$ cat config.mk
export PLATFORM = sky130hd
export DESIGN_NAME = mem_arbiter
export DESIGN_NICKNAME = d
export VERILOG_FILES = /design/src/rtl/mem_arb_pkg.sv /design/src/rtl/arb_pick.sv /design/src/rtl/mem_arbiter.sv
export SDC_FILE = /design/constraint.sdc
export NUM_CORES = 1
export LEC_CHECK = 0
export ABC_AREA = 1
export ABC_CLOCK_PERIOD_IN_PS = 1600
export CORE_ASPECT_RATIO = 0.9
export CORE_MARGIN = 8
export CORE_UTILIZATION = 37
export CTS_BUF_LIST = sky130_fd_sc_hd__clkbuf_8 sky130_fd_sc_hd__clkbuf_16
export DETAILED_ROUTE_END_ITERATION = 16
export GPL_ROUTABILITY_DRIVEN = 1
export GPL_TIMING_DRIVEN = 0
export HOLD_SLACK_MARGIN = 0.1
export PLACE_DENSITY = 0.84
export SYNTH_ARGS = -nofsm -noshare
export SYNTH_HDL_FRONTEND = slang
export SYNTH_SLANG_ARGS = --single-unit
$ cat constraint.sdc
create_clock -name clk -period 1.6 [get_ports clk]
set_clock_uncertainty 0.2 [all_clocks]
set_input_delay 0.48 -clock clk [delete_from_list [all_inputs] [get_ports clk]]
set_output_delay 0.48 -clock clk [all_outputs]
set_load 0.05 [all_outputs]
$ cat src/rtl/mem_arb_pkg.sv
// Shared encodings and width defaults for the I/D memory-port arbiter.
package mem_arb_pkg;

    localparam int ADDR_W_DEF = 32;
    localparam int DATA_W_DEF = 32;

    typedef enum logic [1:0] {
        ARB_IDLE  = 2'd0,
        ARB_ISSUE = 2'd1,
        ARB_RESP  = 2'd2
    } arb_state_e;

    typedef enum logic {
        OWN_I = 1'b0,
        OWN_D = 1'b1
    } owner_e;

endpackage

$ cat src/rtl/arb_pick.sv
// Combinational grant selector: fixed D-over-I priority by default,
// round-robin against the last owner when MEM_ARB_RR_EN is defined.
module arb_pick
    import mem_arb_pkg::*;
(
    input  logic   i_valid,
    input  logic   d_valid,
    input  owner_e last_owner,
    output logic   grant_valid,
    output owner_e grant_owner
);

    assign grant_valid = i_valid | d_valid;

`ifdef MEM_ARB_RR_EN
    always_comb begin
        grant_owner = OWN_I;
        if (i_valid && d_valid) begin
            grant_owner = (last_owner == OWN_D) ? OWN_I : OWN_D;
        end else if (d_valid) begin
            grant_owner = OWN_D;
        end
    end
`else
    logic unused_last_owner;
    assign unused_last_owner = last_owner;

    always_comb begin
        grant_owner = OWN_I;
        if (d_valid) begin
            grant_owner = OWN_D;
        end
    end
`endif

endmodule

$ cat src/rtl/mem_arbiter.sv
// Shares one word-wide memory port between I-cache and D-cache requesters.
// Optional MEM_ARB_RR_EN selects round-robin instead of fixed D-over-I priority.
//
//   state     | meaning
//   ----------+------------------------------------------------------
//   ARB_IDLE  | no transaction; grant on any valid
//   ARB_ISSUE | mem_req_valid high, waiting for mem_req_ready or timeout
//   ARB_RESP  | one-cycle ready pulse to the owner, then back to idle
module mem_arbiter
    import mem_arb_pkg::*;
#(
    parameter int ADDR_W  = ADDR_W_DEF,
    parameter int DATA_W  = DATA_W_DEF,
    parameter int TIMEOUT = 255
) (
    input  logic              clk,
    input  logic              rst,
    input  logic              i_req_valid,
    input  logic              i_req_wr,
    input  logic [ADDR_W-1:0] i_req_addr,
    input  logic [DATA_W-1:0] i_req_wdata,
    output logic              i_req_ready,
    output logic [DATA_W-1:0] i_req_rdata,
    input  logic              d_req_valid,
    input  logic              d_req_wr,
    input  logic [ADDR_W-1:0] d_req_addr,
    input  logic [DATA_W-1:0] d_req_wdata,
    output logic              d_req_ready,
    output logic [DATA_W-1:0] d_req_rdata,
    output logic              mem_req_valid,
    output logic              mem_req_wr,
    output logic [ADDR_W-1:0] mem_req_addr,
    output logic [DATA_W-1:0] mem_wr_data,
    input  logic [DATA_W-1:0] mem_req_data,
    input  logic              mem_req_ready,
    output logic              err_timeout
);

    localparam int CNT_W = $clog2(TIMEOUT + 1);

    arb_state_e       state, state_nxt;
    owner_e           owner, last_owner, grant_owner;
    logic             grant_valid;
    logic             grant_take, issue_done, issue_abort;
    logic [CNT_W-1:0] cnt;

    // The owner register doubles as the round-robin pointer; the fixed
    // priority build ties the pointer off so no extra state exists.
`ifdef MEM_ARB_RR_EN
    assign last_owner = owner;
`else
    assign last_owner = OWN_I;
`endif

    arb_pick u_pick (
        .i_valid     (i_req_valid),
        .d_valid     (d_req_valid),
        .last_owner  (last_owner),
        .grant_valid (grant_valid),
        .grant_owner (grant_owner)
    );

    always_ff @(posedge clk) begin
        if (rst) begin
            state <= ARB_IDLE;
        end else begin
            state <= state_nxt;
        end
    end

    always_comb begin
        state_nxt   = state;
        grant_take  = 1'b0;
        issue_done  = 1'b0;
        issue_abort = 1'b0;
        case (state)
            ARB_IDLE: begin
                if (grant_valid) begin
                    grant_take = 1'b1;
                    state_nxt  = ARB_ISSUE;
                end
            end
            ARB_ISSUE: begin
                if (mem_req_ready) begin
                    issue_done = 1'b1;
                    state_nxt  = ARB_RESP;
                end else if (cnt == CNT_W'(TIMEOUT - 1)) begin
                    issue_abort = 1'b1;
                    state_nxt   = ARB_RESP;
                end
            end
            ARB_RESP: begin
                state_nxt = ARB_IDLE;
            end
            default: begin
                state_nxt = ARB_IDLE;
            end
        endcase
    end

    always_ff @(posedge clk) begin
        if (rst) begin
            owner         <= OWN_I;
            cnt           <= '0;
            mem_req_valid <= 1'b0;
            mem_req_wr    <= 1'b0;
            mem_req_addr  <= '0;
            mem_wr_data   <= '0;
            i_req_ready   <= 1'b0;
            d_req_ready   <= 1'b0;
            i_req_rdata   <= '0;
            d_req_rdata   <= '0;
            err_timeout   <= 1'b0;
        end else begin
            i_req_ready <= 1'b0;
            d_req_ready <= 1'b0;

            if (grant_take) begin
                owner         <= grant_owner;
                cnt           <= '0;
                mem_req_valid <= 1'b1;
                if (grant_owner == OWN_D) begin
                    mem_req_wr   <= d_req_wr;
                    mem_req_addr <= d_req_addr;
                    mem_wr_data  <= d_req_wdata;
                end else begin
                    mem_req_wr   <= i_req_wr;
                    mem_req_addr <= i_req_addr;
                    mem_wr_data  <= i_req_wdata;
                end
            end

            if (state == ARB_ISSUE) begin
                cnt <= cnt + 1'b1;
            end

            // An aborted transaction still completes toward the cache, with zero data.
            if (issue_done || issue_abort) begin
                mem_req_valid <= 1'b0;
                if (owner == OWN_D) begin
                    d_req_ready <= 1'b1;
                    d_req_rdata <= issue_done ? mem_req_data : '0;
                end else begin
                    i_req_ready <= 1'b1;
                    i_req_rdata <= issue_done ? mem_req_data : '0;
                end
            end

            if (issue_abort) begin
                err_timeout <= 1'b1;
            end

            if (state == ARB_RESP) begin
                cnt <= '0;
            end
        end
    end

endmodule

---- Word-level counts from Yosys, hierarchy flattened ----
Cells that the tools add are included.
Widths: inputs -> output; s select.
operators by class
  reductions and logical operators ........ 9
  mux-type cells .......................... 20
  bitwise operators ....................... 3
  eq/ne operators ......................... 5
  add/sub/neg operators ................... 1
operators with widths
  kind                 number
  $mux 32              3
  $mux 8               2
  $mux 1               11
  $add 8x1->8 const B  1
  $eq 8x8->1 const B   1
  $mux 2               3
  $reduce_and 2->1     3
  $reduce_or 2->1      3
  $pmux 2 s2           1
  $ne 3x3->1 const B   1
  $eq 2x1->1 const B   1
  $eq 2x2->1 const B   1
  $logic_not 2->1      1
  $ne 2x2->1 const B   1
  $not 1->1            2
  $reduce_bool 2->1    1
  $logic_or 1x1->1     1
  $or 1x1->1           1
word-level totals
  input bits .............................. 167
  output and inout bits ................... 133
  logic and storage cells ................. 50
  flip-flop bits (word level) ............. 144

---- Logic depth before layout (Yosys ltp) ----
  depth in word-level cells ............... 7
  gate-level depth with buffers ........... 10
  depth with buffers taken out ............ 9

---- Cells and area by module ----
From an unflattened synthesis, not the netlist that was laid out.
second synthesis, totals
  cells, all modules ...................... 866
  area, all modules ....................... 6246.0 µm²
modules (own cells, without submodules)
  module       sequential area each (µm²)  area each (µm²)  times used  cells each
  mem_arbiter  2882.8                      6227.2           1           862
  arb_pick     0.0                         18.8             1           4

---- Worst setup path before layout ----
Ideal clock, no wire load.
  kind .................................... input -> register
  start ................................... in rst
  end ..................................... reg d_req_rdata[11]
  arrival ................................. 1.267 ns
  data required time ...................... 1.280 ns
  stages on the path ...................... 4
  slack ................................... 0.012 ns
  path through ............................ clkbuf_1 > clkbuf_1 > buf_2 > a21oi_1
RTL lines
  item                  line                text
  from (decl)           mem_arbiter.sv:17   input logic rst,
  to (signal assigned)  mem_arbiter.sv:142  d_req_rdata <= issue_done ? mem_req_data : '0;
  to (decl)             mem_arbiter.sv:29   output logic [DATA_W-1:0] d_req_rdata,
No word-level cell between the ends.

---- Worst setup path in the final report ----
  start ................................... reg cnt[0]
  end ..................................... reg i_req_rdata[17]
between the ends
  cells in the longest elaborated chain, start to end .. 6
RTL lines
  item                        line                text
  from (decl)                 mem_arbiter.sv:45   logic [CNT_W-1:0] cnt;
  from (signal assigned)      mem_arbiter.sv:134  cnt <= cnt + 1'b1;
  $eq 8x8->1                  mem_arbiter.sv:87   end else if (cnt == CNT_W'(TIMEOUT - 1)) begin
  $mux 1                      mem_arbiter.sv:87
  $mux 1                      mem_arbiter.sv:84   if (mem_req_ready) begin
  $mux 1                      mem_arbiter.sv:76   case (state)
  $logic_or 1x1->1            mem_arbiter.sv:138  if (issue_done || issue_abort) begin
  $reduce_and 2->1 (no line)  --
  to (signal assigned)        mem_arbiter.sv:145  i_req_rdata <= issue_done ? mem_req_data : '0;
  to (decl)                   mem_arbiter.sv:23   output logic [DATA_W-1:0] i_req_rdata,
Every way passes these cells.
A chain may end at the register's enable or synchronous reset.

==> metrics.csv <==
metric;value;unit
cpLargestDelayFamily;simple AND/OR/NAND/NOR gates;
maxSlewHeadroom;0.4887;
outcome;finished with violations;
cp_cell_sequence;inv_2, ha_4, nand2_2, nor2_4, nand2_2, nand2_4, nand3_4, clkbuf_16, nand2_2, a21oi_1;
power.density;957.5;nW/um^2
numPortBuffers;298;
intPower;7.916;mW
clk_latency;0.42;ns
ys_warn_count;0;
n_fill_cell;1025;
start_util;0.3727;
post_drt_wl_per_cell;20.95;microns
cts_buffers;17;
place.gp.congestion;0.8850;
start_kind;flip-flop;
cts_buffer_depth;2;
holdPathStages;1;
cts_root_buf;clkbuf_16;
p_clk_frac;0.354;
synth.most_common_cell;nand2_1;
cp.depth;10;
avgSynthCellArea;7.807;sq um
syn_area;6191;sq um
synth-simple-area-share;0.2435;
finalMaxSlewViolations;0;
grt_first_pass_wirelength;37800;microns
synthXorXnorAreaFrac;0;
synth_nets;962;
final.min_clock_period;1.809;ns
die_x;152.4;microns
track_usage;0.2251;
rr_endpoint;i_req_rdata[17];
htree_num_levels;4;
drt_iter0_drc;533;
hold_buffers;0;
ys_seq_elements;144;
violations;setup timing;
synth_top_family_by_area;simple AND/OR/NAND/NOR gates;
dieArea;21130;sq um
min_from;cnt[3];
netlist_instances;793;
seq_power_share;0.350;
combPwrFrac;0.296;
leakagePower;4.938;nW
register_area;3147;sq um
clkTransAtPathRegs;0.06;ns
place_area;9438;sq um
worstPathRequired;1.66;ns
criticalPathCategory;reg -> reg;
dp_hpwl;17790;microns
crit_buf_inv;2;
synth_top_area_cell;dfxtp_1;
grt_max_degree;17;
switching_share;0.3227;
ioPinCount;300;
irDropWorstVdd;0.7901;mV
hp-class;reg -> reg;
drc;0;
core;16610;sq um
yosysSeqAreaShare;0.4656;
area_growth;97.17;%
synth-adder-area-share;0.004042;
drt_pass1_iterations;5;
cp-end-kind;flip-flop;
dp_slack;-0.8410;ns
multi_input_area;3372;sq um
rsz0062_at_grt;yes;
synth-edff-count;0;
finalHoldViolations;0;
cts_tree;built;
design_area;12210;sq um
ant_nets;0;
crit_fanout;8;
grt_overflow_total;0;
reg2reg_depth;10;
tightestPinTransition;0.7670;ns
maxCapViolCount;0;
fin_crit_sh;1.131;
synth-main-ff-cell;dfxtp_1;
antenna_found_initial;0;
r2r_setup_slack;-0.21;ns
synth_area_leaders;dfxtp_1 (47%), nand2_1 (16%), a31oi_1 (6.7%);
cpMostUsedCell;nand2_2;
finalSetupViolCount;116;
hold_end;cnt[3];
slowest_stage;dfxtp_2;
synth.distinct_cells;28;
tns;-9.633;ns
synthArstFlopShare;0;
switching_power;3.772;mW
netlist_top_cells_count;nand2_1 (271), dfxtp_1 (144), o21ai_0 (68);
finalPower;11.69;mW
cts_sinks;144;
finalWirelength;29250;microns
drive_above_1_share;0.4827;
synth-compound-area-share;0.2041;
final.setup.worst_slack;-0.2093;ns
viasPerCell;5.233;
dieHeight;138.7;microns
row_count;45;
final_nets;1343;
vias;7305;
yosys.area.top_type_share;0.4656;
reg2reg_from;cnt[0];
critPathMaxStageDelay;0.33;ns
grt_pass1_vias;6930;
synthMuxAreaShare;0;
worstPathArrival;1.87;ns
antenna_cells;0;
fmax;552.7;MHz
final_util;0.7349;
placed cells by master (no fill, tap or decap), types with 32 or more instances in the layout:
master / count
a31oi_1: 63
a21oi_2: 51
clkdlybuf4s50_1: 163
nor2_4: 32
nand2_4: 48
o21ai_0: 59
dfxtp_2: 100
inv_1: 43
buf_8: 136
buf_4: 60
nand2_1: 215
dfxtp_4: 37
registers in the layout (all words and copies together) (netlist names), 2 cells and up:
name	count
i_req_rdata	32
mem_wr_data	32
mem_req_addr	32
d_req_rdata	32
state	2
cnt	8
power by group through the flow:
| stage | registers (mW) | logic, mW | clock network, mW |
|---|---|---|---|
| floorplan | 4.87 | 0.770 | 0 |
| global placement | 4.04 | 2.75 | 0 |
| detailed placement | 4.05 | 2.77 | 0 |
| CTS | 4.09 | 2.99 | 4.13 |
| global route | 4.12 | 3.59 | 4.34 |
| finish | 4.09 | 3.46 | 4.14 |
cell type report:
class | instances | share of cell area
clock buffer | 20 | 0.03823
clock inverter | 10 | 0.01117
multi-input combinational | 543 | 0.2762
buffer | 60 | 0.03618
tap | 211 | 0.02163
sequential | 144 | 0.2578
inverter | 46 | 0.01497
timing repair buffer | 362 | 0.3438
how the worst max path moves through the flow:
stage / start / to
global placement: d_req_valid / mem_req_addr[21]
CTS: cnt[0] / d_req_rdata[1]
floorplan: rst / d_req_rdata[11]
finish: cnt[0] / i_req_rdata[17]
global route: cnt[0] / d_req_rdata[19]
detailed placement: d_req_valid / mem_req_addr[23]
routing by layer:
layer / global-route usage / vias up / part of all wire
met5: 0 / - / 0
met2: 0.4074 / 368 / 0.53
li1: - / 3373 / -
met3: 0.08816 / 72 / 0.083
met4: 0.06569 / 0 / 0.035
met1: 0.2377 / 3492 / 0.35
through the flow:
stage	std cells	hold WS (ns)
floorplan	793	0.2539
global placement	1302	0.2358
detailed placement	1302	0.2481
CTS	1351	0.2610
global route	1396	0.2886
finish	1396	0.2578
logic make-up (layout without fill, tap and decap cells):
family                     count (synthesis)  count (layout)
AOI/OAI and AO/OA                        217             217
and+or+nand+nor                          324             324
DFF                                      144             144
buffers and inverters                    106             498
adders and majority gates                  2               2
what timing repair did:
item | 4_1_cts | 5_1_grt
pin swaps | 1 | 15
cloned | 2 | 5
gates resized for setup | 1168 | 285
endpoints found under the setup margin | 261 | 263
buffers inserted | 17 | 40
Power figures use the tool's default switching activity.
